`src/rtl/multdiv_sequencer.sv`:
```
// rtl/multdiv_sequencer.sv - iterative signed 32-bit multiply/divide sequencer driving a shared external ALU
module multdiv_sequencer #(
    parameter int N_STEPS = 32
) (
    input  logic        clock,
    input  logic        reset,
    input  logic [31:0] data_operandA,
    input  logic [31:0] data_operandB,
    input  logic        ctrl_MULT,
    input  logic        ctrl_DIV,
    output logic [31:0] data_result,
    output logic        data_exception,
    output logic        data_resultRDY,
    output logic        busy,
    output logic [31:0] alu_operandA,
    output logic [31:0] alu_operandB,
    output logic [4:0]  alu_opcode,
    output logic [4:0]  alu_shiftamt,
    input  logic [31:0] alu_result,
    input  logic        alu_overflow
);

    localparam int CW = $clog2(N_STEPS);
    localparam logic [CW-1:0] LAST_STEP = CW'(N_STEPS - 1);
    localparam logic [4:0] OP_ADD = 5'b00000;
    localparam logic [4:0] OP_SUB = 5'b00001;

    typedef enum logic [2:0] {
        S_IDLE,
        S_MSTEP,
        S_DNEG_A,
        S_DNEG_B,
        S_DSTEP,
        S_DFIX,
        S_DONE
    } state_t;

    state_t         state_q, state_d;
    // acc holds the Booth high word during MULT and the partial remainder during DIV
    logic [31:0]    acc_q, acc_d;
    // q holds the Booth multiplier/low word during MULT and the dividend/quotient during DIV
    logic [31:0]    q_q, q_d;
    logic           q1_q, q1_d;
    // m holds the multiplicand during MULT and the divisor magnitude during DIV
    logic [31:0]    m_q, m_d;
    logic           neg_q, neg_d;
    logic [CW-1:0]  cnt_q, cnt_d;
    logic [31:0]    result_q, result_d;
    logic           exc_q, exc_d;

    logic [31:0]    rs;
    logic           borrow;
    logic           sign_fix;

    assign data_result    = result_q;
    assign data_exception = exc_q;
    assign data_resultRDY = (state_q == S_DONE);
    assign busy           = (state_q != S_IDLE);
    assign alu_shiftamt   = 5'd0;

    // Next-state, datapath update and ALU request for the current step
    always_comb begin
        state_d      = state_q;
        acc_d        = acc_q;
        q_d          = q_q;
        q1_d         = q1_q;
        m_d          = m_q;
        neg_d        = neg_q;
        cnt_d        = cnt_q;
        result_d     = result_q;
        exc_d        = exc_q;
        alu_operandA = 32'd0;
        alu_operandB = 32'd0;
        alu_opcode   = OP_ADD;

        rs       = {acc_q[30:0], q_q[31]};
        sign_fix = alu_result[31] ^ alu_overflow;
        borrow   = (~rs[31] & m_q[31]) | (~(rs[31] ^ m_q[31]) & alu_result[31]);

        case (state_q)
            S_IDLE, S_DONE: begin
                state_d = S_IDLE;
                if (ctrl_MULT) begin
                    acc_d   = 32'd0;
                    q_d     = data_operandB;
                    q1_d    = 1'b0;
                    m_d     = data_operandA;
                    cnt_d   = '0;
                    state_d = S_MSTEP;
                end else if (ctrl_DIV) begin
                    if ((data_operandB == 32'd0) ||
                        ((data_operandA == 32'h8000_0000) && (data_operandB == 32'hFFFF_FFFF))) begin
                        result_d = 32'd0;
                        exc_d    = 1'b1;
                        state_d  = S_DONE;
                    end else begin
                        q_d     = data_operandA;
                        m_d     = data_operandB;
                        neg_d   = data_operandA[31] ^ data_operandB[31];
                        state_d = S_DNEG_A;
                    end
                end
            end
            S_MSTEP: begin
                alu_operandA = acc_q;
                case ({q_q[0], q1_q})
                    2'b01: begin
                        alu_operandB = m_q;
                        alu_opcode   = OP_ADD;
                    end
                    2'b10: begin
                        alu_operandB = m_q;
                        alu_opcode   = OP_SUB;
                    end
                    default: begin
                        alu_operandB = 32'd0;
                        alu_opcode   = OP_ADD;
                    end
                endcase
                // Arithmetic right shift of {hi,Q,q_1}; sign taken from the true 33-bit sum
                acc_d = {sign_fix, alu_result[31:1]};
                q_d   = {alu_result[0], q_q[31:1]};
                q1_d  = q_q[0];
                cnt_d = cnt_q + CW'(1);
                if (cnt_q == LAST_STEP) begin
                    result_d = q_d;
                    exc_d    = (acc_d != {32{q_d[31]}});
                    state_d  = S_DONE;
                end
            end
            S_DNEG_A: begin
                alu_operandB = q_q;
                alu_opcode   = OP_SUB;
                q_d          = q_q[31] ? alu_result : q_q;
                state_d      = S_DNEG_B;
            end
            S_DNEG_B: begin
                alu_operandB = m_q;
                alu_opcode   = OP_SUB;
                m_d          = m_q[31] ? alu_result : m_q;
                acc_d        = 32'd0;
                cnt_d        = '0;
                state_d      = S_DSTEP;
            end
            S_DSTEP: begin
                alu_operandA = rs;
                alu_operandB = m_q;
                alu_opcode   = OP_SUB;
                // Restore on borrow, otherwise keep the difference and shift in a 1
                if (borrow) begin
                    acc_d = rs;
                    q_d   = {q_q[30:0], 1'b0};
                end else begin
                    acc_d = alu_result;
                    q_d   = {q_q[30:0], 1'b1};
                end
                cnt_d = cnt_q + CW'(1);
                if (cnt_q == LAST_STEP) begin
                    state_d = S_DFIX;
                end
            end
            S_DFIX: begin
                alu_operandB = q_q;
                alu_opcode   = OP_SUB;
                result_d     = neg_q ? alu_result : q_q;
                exc_d        = 1'b0;
                state_d      = S_DONE;
            end
            default: begin
                state_d = S_IDLE;
            end
        endcase
    end

    // State and datapath registers; reset aborts any operation in flight
    always_ff @(posedge clock) begin
        if (reset) begin
            state_q  <= S_IDLE;
            acc_q    <= 32'd0;
            q_q      <= 32'd0;
            q1_q     <= 1'b0;
            m_q      <= 32'd0;
            neg_q    <= 1'b0;
            cnt_q    <= '0;
            result_q <= 32'd0;
            exc_q    <= 1'b0;
        end else begin
            state_q  <= state_d;
            acc_q    <= acc_d;
            q_q      <= q_d;
            q1_q     <= q1_d;
            m_q      <= m_d;
            neg_q    <= neg_d;
            cnt_q    <= cnt_d;
            result_q <= result_d;
            exc_q    <= exc_d;
        end
    end

endmodule

```
`config.mk`:
```
export PLATFORM = sky130hd
export DESIGN_NAME = multdiv_sequencer
export DESIGN_NICKNAME = d
export VERILOG_FILES = /design/src/rtl/multdiv_sequencer.sv
export SDC_FILE = /design/constraint.sdc
export NUM_CORES = 1
export LEC_CHECK = 0
export ABC_CLOCK_PERIOD_IN_PS = 2480
export CAP_MARGIN = 20
export CORE_MARGIN = 2
export CORE_UTILIZATION = 25
export DETAILED_ROUTE_END_ITERATION = 10
export GPL_TIMING_DRIVEN = 0
export PLACE_DENSITY = 0.55
export SLEW_MARGIN = 0
export SYNTH_ARGS = -nofsm -noshare
export SYNTH_HDL_FRONTEND = slang
export SYNTH_SLANG_ARGS = --single-unit
```
`constraint.sdc`:
```
create_clock -name clock -period 2.48 [get_ports clock]
set_input_delay 0.496 -clock clock [delete_from_list [all_inputs] [get_ports clock]]
set_output_delay 0.496 -clock clock [all_outputs]
set_load 0.01 [all_outputs]
```
=== After elaboration in Yosys (flattened, before gate mapping) ===
Index checks and enable logic that the tools add are counted.
W data, S select, Z words.

* Output and inout port bits: 109
* Bits in read-only memories: 0
* Memories: 0
* RAM bits: 0
* Latch bits: 0
* Bits in registers: 139
* Word-level logic and storage cells: 111
* Input port bits: 101

* Div/mod/pow operators: 0
* Multipliers: 0
* Equal/unequal tests: 22
* $lt $le $gt $ge: 0
* Bitwise logic cells: 10
* $add $sub $neg: 1
* Reductions and logical operators: 27
* Multiplexer cells: 40
* Shift operators: 0

{| class="wikitable"
|+ Operator list
! kind !! number
|-
| $mux W32 || 16
|-
| $pmux W32 S4 || 2
|-
| $pmux W32 S3 || 2
|-
| $pmux W32 S2 || 2
|-
| $eq A32 B32 Y1 const B || 2
|-
| $logic_not A32 Y1 || 1
|-
| $ne A32 B32 Y1 || 1
|-
| $pmux W3 S6 || 1
|-
| $ne A2 B2 Y1 const B || 8
|-
| $mux W3 || 5
|-
| $pmux W5 S3 || 1
|-
| $reduce_and A4 Y1 || 3
|-
| $reduce_or A2 Y1 || 5
|-
| $eq A3 B3 Y1 const B || 3
|-
| $reduce_bool A3 Y1 || 3
|-
| $reduce_and A2 Y1 || 4
|-
| $reduce_bool A4 Y1 || 2
|-
| $mux W1 || 7
|-
| $eq A3 B2 Y1 const B || 2
|-
| $ne A3 B3 Y1 const B || 2
|-
| $reduce_and A3 Y1 || 2
|-
| $add A5 B1 Y5 const B || 1
|-
| $eq A5 B5 Y1 const B || 1
|-
| $mux W5 || 1
|-
| other kinds (15) || 23
|}

=== Depth between registers and ports, before layout ===
* Word-level depth: 7
* Mapped depth: 9
* Gate-level depth less buffers: 8

=== Worst setup path after synthesis ===
OpenSTA, ideal clock, no wires.

* Kind: in2reg
* From: in data_operandA[3]
* To: reg q_q[10]
* Arrival: 2.240 ns
* Setup time: 0.147 ns
* Path buffers: 1
* Required time: 2.333 ns
* Path slack: 0.093 ns
* Stages on the path: 7
* Cells stage by stage: nor4b_1 nand4_1 or4_4 a221o_1 buf_6 a21oi_2 a311oi_2

* Cells in the longest elaborated chain, start to end: 5

{| class="wikitable"
|+ Ends and longest elaborated chain
! item !! line !! text
|-
| start, declared || 7 || <nowiki>input logic [31:0] data_operandA,</nowiki>
|-
| $eq A32 B32 Y1 || 92 || <nowiki>((data_operandA == 32'h8000_0000) && (data_operandB == 32'hFFFF_FFFF))) begin</nowiki>
|-
| $logic_and A1 B1 Y1 || 92 ||
|-
| $logic_or A1 B1 Y1 || 91 || <nowiki>if ((data_operandB == 32'd0) ||</nowiki>
|-
| $ne A3 B3 Y1 (no source line) || - ||
|-
| $reduce_and A4 Y1 (no source line) || - ||
|-
| end signal, assigned || 190 || <nowiki>q_q <= q_d;</nowiki>
|-
| end, declared || 42 || <nowiki>logic [31:0] q_q, q_d;</nowiki>
|}

Every way passes these cells.
A chain may end at the register's enable or synchronous reset.

=== Worst setup path in the final report ===
* From: reg q1_q
* To: out alu_operandB[0]

* Cells in the longest elaborated chain, start to end: 4
* Elaborated cells on any way between the ends: 5
* Those cells by class: 2 x eq/ne; 2 x mux; 1 x reduce/logical

{| class="wikitable"
|+ Ends and longest elaborated chain
! item !! line !! text
|-
| start, declared || 43 || <nowiki>logic q1_q, q1_d;</nowiki>
|-
| start signal, assigned || 191 || <nowiki>q1_q <= q1_d;</nowiki>
|-
| $eq A2 B2 Y1 or $eq A2 B1 Y1 (tied branches) || 106 || <nowiki>case ({q_q[0], q1_q})</nowiki>
|-
| $reduce_or A2 Y1 (no source line) (*) || - ||
|-
| $mux W32 (*) || 106 ||
|-
| $pmux W32 S3 (*) || 80 || <nowiki>case (state_q)</nowiki>
|-
| end, declared || 16 || <nowiki>output logic [31:0] alu_operandB,</nowiki>
|}

Mark *: on every way between the ends. The rest lies on a longest branch, timed or not.

==> results.cfg <==
[global_route]
antenna_found_initial = 2
grt_pass1_wl_um = 70000
grt_pass1_vias = 10992
grt_max_degree = 17
grt-ovfl-total = 0
grt_util_all_layers_pct = 22.7

[drt]
vias_per_cell = 5.81
drt-total-wl_um = 47700
drt_iter0_drc = 1585
drtAntennaViolNets = 0
drc = 0
wl_per_cell_um = 24.0
dr_total_vias = 11541
drtPass1Iterations = 7

[worst_setup_path]
cp-end-kind = primary output
arrival_ns = 2.23
worstSetupPathType = reg2out
cp_max_fo = 5
worstPathRequired_ns = 1.98
cp-start-kind = flip-flop
endpoint = alu_operandB[0]
cp-startpoint = q1_q
rrSetupSlack_ns = -0.11
r2r_end = data_result[17]
r2r-start = cnt_q[0]
r2r_cells = 7

[power]
vdd_ir_drop_max_uv = 674
seqPwrFrac_pct = 25.4
finalPower_mw = 14.6
power_density_nw_per_um2 = 1050
switchingPower_mw = 6.73
pwr-share-clk_pct = 19.2
switching_share_pct = 46.0
internal_power_mw = 7.91
comb_power_share_pct = 55.4
power_leakage_nw = 5.18

[cells_and_area]
nets = 1568
fin_area_um2 = 14000
final_layout_size_suffix_gt1_share_pct = 27.1
syn_to_final_growth_pct = 45.7
n_fill_cell = 3881
final_util_pct = 37.1

[synthesis]
yosysWarnings = 0
seq_area_frac_synth_pct = 28.9
yosys_register_bits = 139
synthesis.area_um2 = 9610
synthDistinctLibCells = 57
avgSynthCellArea_um2 = 8.05
synthFlopType = dfxtp_1
synthArstFlopShare_pct = 0
synth_edf_count = 0
netlist_instances = 1195

[clock_tree]
ctsLongestPathBuffers = 2
clk_pin_slew_ns = 0.06
cts_tree = yes
numCtsBuffers = 17
clock-sinks = 139
clock_latency_ns = 0.44
clockRootBuffer = clkbuf_16
cts-htree-levels = 4

[die]
die-area_um2 = 40000
ioPinCount = 210
start_util_pct = 25.5
core_um2 = 37800
die_y_um = 200
chipWidth_um = 200
row_count = 71

[timing]
max-slew-margin-rel_pct = 32.7
hold_viol = 0
period_minus_slack_ns = 2.73
worst_hold_slack_ns = 0.478
period_share_pct = 110
tightest_slew_ns = 1.01
slew_viol_final = 0
setup_viol = 75
max_freq_mhz = 367
rsz0062_at_grt = yes
skew_ns = 0.0153
layout_setup_ws_ns = -0.247

[placement]
io_buffers = 199
dpl_cell_area_um2 = 12300
dp_hpwl_um = 35700
place_ws_ns = -1.85
gp_congestion = 0.925

[job]
maxCapViolations = 0

[status]
status = finished with violations
violations = negative setup slack

[min_path]
hp-class = reg2reg
## how the worst min path moves through the flow
stage          depth (start not counted)  slack [ns]  endpoint      from
2_1_floorplan                          1        0.43  cnt_q[3]  cnt_q[3]
3_3_place_gp                           1        0.45  cnt_q[3]  cnt_q[3]
3_5_place_dp                           1        0.46  cnt_q[3]  cnt_q[3]
4_1_cts                                1        0.47  cnt_q[3]  cnt_q[3]
5_1_grt                                1        0.50  cnt_q[3]  cnt_q[3]
6_report                               1        0.48  cnt_q[3]  cnt_q[3]
## final cells by class
type                    count  area (um^2)  area share [%]
plain buffers             134          922            6.58
diodes                      1         2.50          0.0179
well taps                 511          639            4.56
repair buffers            245         2060            14.7
inverters                   7         28.8           0.205
multi-input cells         918         6930            49.5
flip-flops and latches    139         2790            19.9
clock inverters            13          181            1.30
clock buffers              19          453            3.23
## metal layers
metal	part of all wire, %	global-route usage, %	vias up
li1	-	-	5168
met1	43	30.7	5585
met2	45	35.4	678
met3	9.0	4.70	110
met4	3.3	8.53	0
met5	0	0	-
## synthesized netlist by cell type, drive strengths merged, types with 2 or more instances
master  number  area [um^2]
nor2        91          342
or3          2         12.5
clkbuf     104          390
a221oi      65          576
a211oi       5         37.5
ha           5         62.6
nand4       13         81.3
dfxtp      139         2780
a21oi      169          955
nor4        13         87.6
mux2        30          338
a22oi        2         15.0
a31oi        3         18.8
or4          4         33.8
nand2      115          432
a22o        61          534
nor3b        2         20.0
o21a         3         22.5
a21o         2         15.0
nor2b        4         25.0
and4bb       3         37.5
o21ai       46          230
a222oi      32          320
nor3        73          365
mux2i       66          661
nand2b       5         31.3
buf         35          210
a21boi       3         22.5
nand3        7         35.0
a311oi      29          435
nor4bb      11          110
o211ai      33          248
inv          7         26.3
## kinds of logic (layout without fill, tap and decap cells)
| logic type | Yosys count | after routing | share of synthesized area, % |
|---|---|---|---|
| mux | 96 | 96 | 10.4 |
| fa+ha+maj | 5 | 5 | 0.651 |
| compound gates | 459 | 459 | 36.2 |
| buf+inv | 146 | 418 | 6.52 |
| other cells | 1 | 10 | 0.0390 |
| xor+xnor | 1 | 1 | 0.0911 |
| simple gates | 348 | 348 | 17.2 |
| flops | 139 | 139 | 28.9 |
## power groups by stage
stage	clock [mW]	combinational, mW	sequential, mW
4_1_cts	2.82	7.69	3.64
3_3_place_gp	0	6.64	3.61
2_1_floorplan	0	4.38	3.35
3_5_place_dp	0	6.71	3.62
5_1_grt	2.91	8.59	3.76
6_report	2.81	8.11	3.72
## worst max-delay path, stage by stage, from the launching register on
cell	delay (ns)
dfxtp_2	0.33
inv_2	0.04
ha_4	0.25
inv_2	0.02
o211ai_1	0.36
nand2_8	0.12
buf_12	0.15
clkbuf_16	0.15
a22o_1	0.21
buf_2	0.16
## per-stage QoR
step / TNS (ns) / std cells
6_report: -8.24 / 1987
5_1_grt: -12.43 / 1987
4_1_cts: -7.47 / 1977
3_5_place_dp: -200.44 / 1914
3_3_place_gp: -214.60 / 1913
2_1_floorplan: 0 / 1203
## registers in the layout, summed over array words and instances (netlist names)
signal	cells
state_q	3
q_q	32
cnt_q	5
data_exception	1
acc_q	32
m_q	32
data_result	32
q1_q	1
neg_q	1
## placed cells by master (no fill, tap or decap), types with 32 or more instances in the layout
| cell type | n |
|---|---|
| buf_2 | 77 |
| nand2_1 | 112 |
| buf_4 | 42 |
| nor2_1 | 87 |
| o21ai_0 | 41 |
| clkbuf_1 | 74 |
| o211ai_1 | 33 |
| clkdlybuf4s50_1 | 70 |
| a21oi_1 | 139 |
| dfxtp_1 | 134 |
| a222oi_1 | 32 |
| mux2i_1 | 66 |
| a221oi_1 | 47 |
| a22o_1 | 55 |
| nor3_1 | 71 |
## repair_timing
item / in CTS / in global routing
setup endpoints to repair: 169 / 159
resized for setup: 572 / 131
hold buffers: 0 / 0
pin swaps: 61 / 34
setup buffers: 26 / 12
gates cloned: 7 / 3
(Power assumes the default switching activity.)
